==> src/rtl/ser_pkg.sv <==
// rtl/ser_pkg.sv - shared state encoding and frame length helper for bit_serializer
//
// Purpose: state_t encoding shared with the downstream detector's debug style,
//          and frame_len() giving the number of serial cycles per accepted word.
// Optional feature macro: SER_PARITY_EN (adds one even-parity bit per frame).

package ser_pkg;

  typedef enum logic [1:0] {
    IDLE  = 2'b00,
    SHIFT = 2'b01,
    GAP   = 2'b10
  } state_t;

  // Serial cycles per word: the data bits, plus the parity bit when enabled.
  function automatic int frame_len(input int width);
`ifdef SER_PARITY_EN
    return width + 1;
`else
    return width;
`endif
  endfunction

endpackage

==> src/rtl/bit_serializer.sv <==
// rtl/bit_serializer.sv - parallel word to MSB-first serial bit stream
//
// Purpose: accepts WIDTH-bit words on a valid/ready handshake and shifts them
//          out one bit per clock, optionally followed by GAP_CYCLES idle cycles.
// Optional feature macro: SER_PARITY_EN - appends an even-parity bit (XOR of
//          the word) after the LSB; frames become WIDTH+1 cycles.
// Ports:
//   clk        in   system clock, rising edge
//   reset      in   asynchronous active-low reset
//   data_in    in   [WIDTH-1:0] word to serialize
//   data_valid in   data_in valid
//   data_ready out  word can be accepted this cycle
//   serial_bit out  current serial bit (0 when bit_valid=0)
//   bit_valid  out  serial_bit is meaningful
//   word_done  out  high during the final bit cycle of a frame
//   state      out  [1:0] FSM state (debug)

module bit_serializer
  import ser_pkg::*;
#(
  parameter int WIDTH      = 4,
  parameter int GAP_CYCLES = 0
) (
  input  logic             clk,
  input  logic             reset,
  input  logic [WIDTH-1:0] data_in,
  input  logic             data_valid,
  output logic             data_ready,
  output logic             serial_bit,
  output logic             bit_valid,
  output logic             word_done,
  output logic [1:0]       state
);

  localparam int FLEN = frame_len(WIDTH);

  // Counters are sized to hold their terminal value and never run past it.
  localparam int BC_W = (FLEN > 2) ? $clog2(FLEN) : 1;
  localparam int GC_W = (GAP_CYCLES > 2) ? $clog2(GAP_CYCLES) : 1;
  localparam logic [BC_W-1:0] BC_LAST = BC_W'(FLEN - 1);
  localparam logic [GC_W-1:0] GC_LAST = GC_W'((GAP_CYCLES > 0) ? GAP_CYCLES - 1 : 0);

  state_t           st;
  logic [WIDTH-1:0] shift_reg;
  logic [BC_W-1:0]  bit_cnt;
  logic [GC_W-1:0]  gap_cnt;
  logic             last_bit;
  logic             take;
  logic             cur_bit;

`ifdef SER_PARITY_EN
  logic parity_reg;

  // The final frame cycle carries the stored parity instead of the
  // (by then zero-filled) shift register MSB.
  assign cur_bit = (bit_cnt == BC_LAST) ? parity_reg : shift_reg[WIDTH-1];
`else
  assign cur_bit = shift_reg[WIDTH-1];
`endif

  assign last_bit = (st == SHIFT) && (bit_cnt == BC_LAST);

  // Ready in IDLE, and in the last bit cycle only for a continuous stream so
  // the next word follows without a bubble. Held low throughout reset.
  assign data_ready = reset && ((st == IDLE) || (last_bit && (GAP_CYCLES == 0)));
  assign take       = data_valid && data_ready;

  assign bit_valid  = (st == SHIFT);
  assign serial_bit = bit_valid && cur_bit;
  assign word_done  = last_bit;
  assign state      = st;

  always_ff @(posedge clk or negedge reset) begin
    if (!reset) begin
      st        <= IDLE;
      shift_reg <= '0;
      bit_cnt   <= '0;
      gap_cnt   <= '0;
`ifdef SER_PARITY_EN
      parity_reg <= 1'b0;
`endif
    end else begin
      case (st)
        IDLE: begin
          if (take) begin
            shift_reg <= data_in;
            bit_cnt   <= '0;
`ifdef SER_PARITY_EN
            parity_reg <= ^data_in;
`endif
            st        <= SHIFT;
          end
        end

        SHIFT: begin
          shift_reg <= {shift_reg[WIDTH-2:0], 1'b0};
          if (bit_cnt == BC_LAST) begin
            bit_cnt <= '0;
            if (GAP_CYCLES == 0) begin
              if (take) begin
                // Back-to-back reload overrides the shift above.
                shift_reg <= data_in;
`ifdef SER_PARITY_EN
                parity_reg <= ^data_in;
`endif
              end else begin
                st <= IDLE;
              end
            end else begin
              st      <= GAP;
              gap_cnt <= '0;
            end
          end else begin
            bit_cnt <= bit_cnt + 1'b1;
          end
        end

        GAP: begin
          if (gap_cnt == GC_LAST) begin
            gap_cnt <= '0;
            st      <= IDLE;
          end else begin
            gap_cnt <= gap_cnt + 1'b1;
          end
        end

        default: st <= IDLE;
      endcase
    end
  end

endmodule

==> config.mk <==
export PLATFORM = sky130hd
export DESIGN_NAME = bit_serializer
export DESIGN_NICKNAME = d
export VERILOG_FILES = /design/src/rtl/ser_pkg.sv /design/src/rtl/bit_serializer.sv
export SDC_FILE = /design/constraint.sdc
export NUM_CORES = 1
export LEC_CHECK = 0
export ABC_AREA = 1
export CAP_MARGIN = 20
export CORE_AREA = 4 4 41 43
export CTS_CLUSTER_DIAMETER = 150
export DETAILED_ROUTE_END_ITERATION = 16
export DIE_AREA = 0 0 45 47
export PLACE_DENSITY = 0.55
export SYNTH_ARGS = -nofsm -noshare
export SYNTH_HDL_FRONTEND = slang
export SYNTH_SLANG_ARGS = --single-unit
==> constraint.sdc <==
create_clock -name clk -period 1.4 [get_ports clk]
set_input_delay 0.14 -clock clk [delete_from_list [all_inputs] [get_ports clk]]
set_output_delay 0.14 -clock clk [all_outputs]
set_load 0.05 [all_outputs]
Word-level counts from Yosys, hierarchy flattened
Cells that the tools add are included.
{ "totals": {"mem_count": 0, "latchBits": 0, "ff_bits": 9, "ram_bits": 0, "word_cells": 35, "output_inout_bits": 6, "in_bits": 7, "mem_bits_ro": 0} }
{ "op_classes": {"magnitude_cmp": 0, "eq_ne": 7, "bitwise": 0, "n_div": 0, "n_reduce_logical": 9, "mux": 13, "shifts": 0, "addsub": 2, "multipliers": 0} }
{ "op_table": {"columns": ["operator", "count"], "rows": [
  ["2-bit two-way mux", 6],
  ["4-bit two-way mux", 3],
  ["4-bit case mux with 2 select lines", 1],
  ["2-bit inequality test (second input constant)", 3],
  ["2-bit case mux with 3 select lines", 1],
  ["2-bit == test (second input constant)", 2],
  ["1-bit logical AND", 4],
  ["2-bit case mux with 2 select lines", 1],
  ["4-bit AND reduction", 1],
  ["2-bit by 1-bit adder with 2-bit output (second input constant)", 1],
  ["2-bit by 1-bit == test with 1-bit output (second input constant)", 1],
  ["2-bit logical NOT", 1],
  ["2-bit by 1-bit inequality test with 1-bit output (second input constant)", 1],
  ["2-bit AND reduction", 1],
  ["2-bit nonzero test", 1],
  ["1-bit adder (second input constant)", 1],
  ["1-bit logical OR", 1],
  ["1-bit two-way mux", 1]
]} }

Depth between registers and ports, before layout
{ "logic_depth": {"word_depth": 8, "depth_mapped": 7, "depth_no_buf": 7} }

Worst setup path before layout
OpenSTA, ideal clock, no wires.
{ "synth_timing": {"kind": "register to register", "from": "reg st[0] (netlist: state[0])", "to": "reg shift_reg[0]", "stages_incl_launch_ff": 5, "path_buffers": 1, "t_required_ns": 1.332, "period_less_slack_ns": 1.567, "setup_time_ns": 0.068, "setup_slack_ns": -0.167, "t_arrival_ns": 1.499, "path_cell_list": "dfrtp_1 buf_6 a21boi_2 nand3_1 nand2_1"} }
{ "synth_via": {"elab_chain_cells": 8, "word_cells_on_any_way": 12, "classes_between": "eq/ne (2); mux (3); reduce/logical (7)"} }
{ "synth_lines": {"columns": ["element", "line", "rtl"], "rows": [
  ["start, declared", "bit_serializer.sv:43", "state_t st;"],
  ["start signal, assigned", "bit_serializer.sv:75", "st <= IDLE;"],
  ["start signal, assigned", "bit_serializer.sv:91", "st <= SHIFT;"],
  ["start signal, assigned", "bit_serializer.sv:107", "st <= IDLE;"],
  ["2-bit by 1-bit == test with 1-bit output", "bit_serializer.sv:61", "assign last_bit = (st == SHIFT) && (bit_cnt == BC_LAST);"],
  ["1-bit logical AND", "bit_serializer.sv:61", null],
  ["1-bit logical OR *", "bit_serializer.sv:65", "assign data_ready = reset && ((st == IDLE) || (last_bit && (GAP_CYCLES == 0)));"],
  ["1-bit logical AND *", "bit_serializer.sv:65", null],
  ["via data_ready", "bit_serializer.sv:28", "output logic data_ready,"],
  ["1-bit logical AND *", "bit_serializer.sv:66", "assign take = data_valid && data_ready;"],
  ["4-bit two-way mux", "bit_serializer.sv:100", "if (take) begin"],
  ["4-bit two-way mux", "bit_serializer.sv:97", "if (bit_cnt == BC_LAST) begin"],
  ["4-bit case mux with 2 select lines", "bit_serializer.sv:83", "case (st)"],
  ["end signal, assigned", "bit_serializer.sv:86", "shift_reg <= data_in;"],
  ["end signal, assigned", "bit_serializer.sv:96", "shift_reg <= {shift_reg[WIDTH-2:0], 1'b0};"],
  ["end signal, assigned", "bit_serializer.sv:102", "shift_reg <= data_in;"],
  ["end, declared", "bit_serializer.sv:44", "logic [WIDTH-1:0] shift_reg;"]
]} }
Mark *: on every way through the listed nets, which the timed path passes. The rest lies on a longest branch.
A chain may end at the register's enable or synchronous reset.

Worst setup path after layout
{ "layout_timing": {"from": "reg bit_cnt[0]", "to": "out data_ready"} }
{ "layout_via": {"elab_chain_cells": 4} }
{ "layout_lines": {"columns": ["element", "line", "rtl"], "rows": [
  ["start, declared", "bit_serializer.sv:45", "logic [BC_W-1:0] bit_cnt;"],
  ["start signal, assigned", "bit_serializer.sv:114", "bit_cnt <= bit_cnt + 1'b1;"],
  ["2-bit == test", "bit_serializer.sv:61", null],
  ["1-bit logical AND", "bit_serializer.sv:61", null],
  ["1-bit logical OR", "bit_serializer.sv:65", null],
  ["1-bit logical AND", "bit_serializer.sv:65", null],
  ["end, declared", "bit_serializer.sv:28", null]
]} }
No other way between the ends.

==> impl_metrics.json <==
{
  "design_area_um2": 628,
  "final_count_of_hold_timing_violations": 0,
  "cts-root-to-sink-buffers": 2,
  "grtUsageTotal_pct": 8.61,
  "cts_root_buffer": "sky130_fd_sc_hd__clkbuf_4",
  "utilization_pct": 48.3,
  "synth_adder_area_share_pct": 3.01,
  "core.rowCount": 13,
  "synth-seq-cells": 7,
  "routabilityCongestion": 0.746,
  "initial_cell_density_of_the_core_pct": 31.9,
  "worstPathBufferInverterCount": 2,
  "synth_simple_gate_area_share_pct": 38.6,
  "rsz0062_at_grt": "false",
  "place_area_um2": 598,
  "post_cts_hold_buffer_count": 0,
  "overflow": 0,
  "chipWidth_um": 45,
  "cp_data_required_time_ns": 1.26,
  "antenna_violating_nets_remaining": 0,
  "synth_xor_xnor_area_share_pct": 0,
  "insertion_delay_ns": 0.25,
  "clkTransAtPathRegs_ns": 0.05,
  "max_stage_delay_ns": 0.37,
  "insertedDiodeCount": 0,
  "synth_compound_gate_area_share_pct": 2.71,
  "yosys_warnings": 0,
  "placeableCoreArea_mm2": 0.00130,
  "die_height_um": 47,
  "post_synthesis_net_count": 60,
  "design.portCount": 13,
  "routed_via_density": 4.39,
  "worstPathArrival_ns": 1.19,
  "post-cts-setup-buffer-count": 0,
  "mappedNetlistArea_um2": 415,
  "syn-mean-instance-area_um2": 7.99,
  "tritoncts_num_sinks": 7,
  "reg2reg_depth": 7,
  "syn2layout_area_growth_pct": 51.2,
  "power.static_leakage_nw": 0.331,
  "maxCapViolations": 0,
  "setup_violations": 0,
  "drt_wl_total_um": 797,
  "vias": 360,
  "max-vdd-ir-drop_v": 0.000848,
  "finalClockSkew_ns": 0.00479,
  "pin_count_of_the_biggest_net_entering_global_routing": 11,
  "die_area_mm2": 0.00212,
  "synthCells": 52,
  "drcViolationCount": 0,
  "first_global_vias": 284,
  "drive_above_1_share_pct": 25.4,
  "finish.net_count": 76,
  "setup-tns-final_ns": 0,
  "drt_pass1_iterations": 4,
  "crit_path_slowest_cell": "sky130_fd_sc_hd__dfrtp_1",
  "pwr_density_cell_mw_per_mm2": 2350,
  "synth.mux.area_fraction_pct": 0,
  "worst-path-max-fanout": 3,
  "drtIter0Drc": 2,
  "cells_traversed_along_the_worst_timing_path": "ha_2 > inv_2 > a21boi_4 > buf_12",
  "ys_types": 13,
  "htree_num_levels": 1,
  "period_needed_ns": 1.33,
  "number_of_buffers_created_by_cts": 3,
  "category_of_the_worst_setup_path_capture_point": "output pin",
  "hp-class": "in -> async",
  "timing.critical_path.max_delay_family": "flip-flops",
  "grt_antenna_before_repair": 0,
  "largest_register_ffs": 4,
  "wire_length_per_cell_um": 9.72,
  "timing.setup.critical_path_class": "reg -> out",
  "worstSetupStartpointType": "flip-flop",
  "ys_seq_area_share_pct": 42.2,
  "tritoncts": "built",
  "wire_length_of_the_first_global_routing_pass_mm": 1.19,
  "synth_top_family_by_area": "simple AND/OR/NAND/NOR gates",
  "placement.io_buffers": 11,
  "fmax_ghz": 0.751,
  "critical_path_depth": 4,
  "final_min_period_over_clock_period_pct": 95.1,
  "whs_ns": 0.205,
  "detailedPlacementHpwl_um": 626,
  "status": "finished, final reports clean",
  "finalMaxSlewViolations": 0
}
==> what timing repair did <==
action | 4_1_cts | 5_1_grt
pin swaps | 0 | 1
setup endpoints to repair | 1 | 3
resized for setup | 1 | 2
==> final timing paths <==
check	startpoint	endpoint	slack, ns
max in group asynchronous	reset	state[0]	1.05
setup reg to reg	bit_cnt[0]	shift_reg[1]	0.22
hold / removal	reset	shift_reg[1]	0.20
min in group clk	data_in[0]	shift_reg[0]	0.47
hold reg to reg	shift_reg[0]	shift_reg[0]	0.51
setup / recovery	bit_cnt[0]	data_ready	0.07
==> power breakdown <==
part | total, W | internal (W) | switching, W
clock | 0.000181 | 0.000109 | 0.0000724
sequential | 0.000396 | 0.000299 | 0.0000974
combinational | 0.000898 | 0.000402 | 0.000496
==> stage by stage <==
stage / instances / setup WS [ns] / power, W
after floorplan: 52 / 0.00568 / 0.000945
after global placement: 78 / 0.125 / 0.00129
after detailed placement: 78 / 0.148 / 0.00129
after CTS: 82 / 0.0189 / 0.00149
after global routing: 82 / 0.000205 / 0.00159
final: 82 / 0.0682 / 0.00148
==> layout make-up <==
| class | instances | area (µm²) |
|---|---|---|
| clock buffers | 4 | 26.3 |
| well taps | 15 | 18.8 |
| multi-input cells | 35 | 198 |
| fillers | 127 | 673 |
| flip-flops and latches | 7 | 176 |
| inverters | 7 | 26.3 |
| repair buffers | 14 | 183 |
==> kinds of logic after synthesis <==
family                   after synthesis
AO/OA/AOI/OAI                          1
adder cells (fa/ha/maj)                1
buffers and inverters                 10
flip-flops                             7
other                                  1
AND/OR/NAND/NOR                       32
==> placed cells by master, fill, tap and decap left out, types with 3 or more instances in the layout <==
master,netlist,layout
sky130_fd_sc_hd__buf_12,0,5
sky130_fd_sc_hd__nand3_1,7,7
sky130_fd_sc_hd__clkdlybuf4s50_1,0,6
sky130_fd_sc_hd__inv_1,7,6
sky130_fd_sc_hd__buf_4,2,3
sky130_fd_sc_hd__dfrtp_1,7,6
sky130_fd_sc_hd__clkbuf_4,0,3
sky130_fd_sc_hd__nand4_1,3,3
sky130_fd_sc_hd__nand2_1,19,19
==> cells in the mapped netlist (all sizes together) <==
library cell	number	area share, %
nand2	20	20
nand3	8	13
dfrtp	7	42
inv	7	6.3
buf	3	6.3
nand4	3	4.5
a21boi	1	2.7
conb	1	0.90
ha	1	3.0
or2	1	1.5
==> per-layer routing <==
metal  track usage (%)  wire length [µm]  vias up
li1                  -                 -      192
met1              10.0               343      155
met2              12.4               381       13
met3              5.75                71        0
met4              3.51                 0        0
met5                 0                 0        -
(Power assumes the default switching activity.)
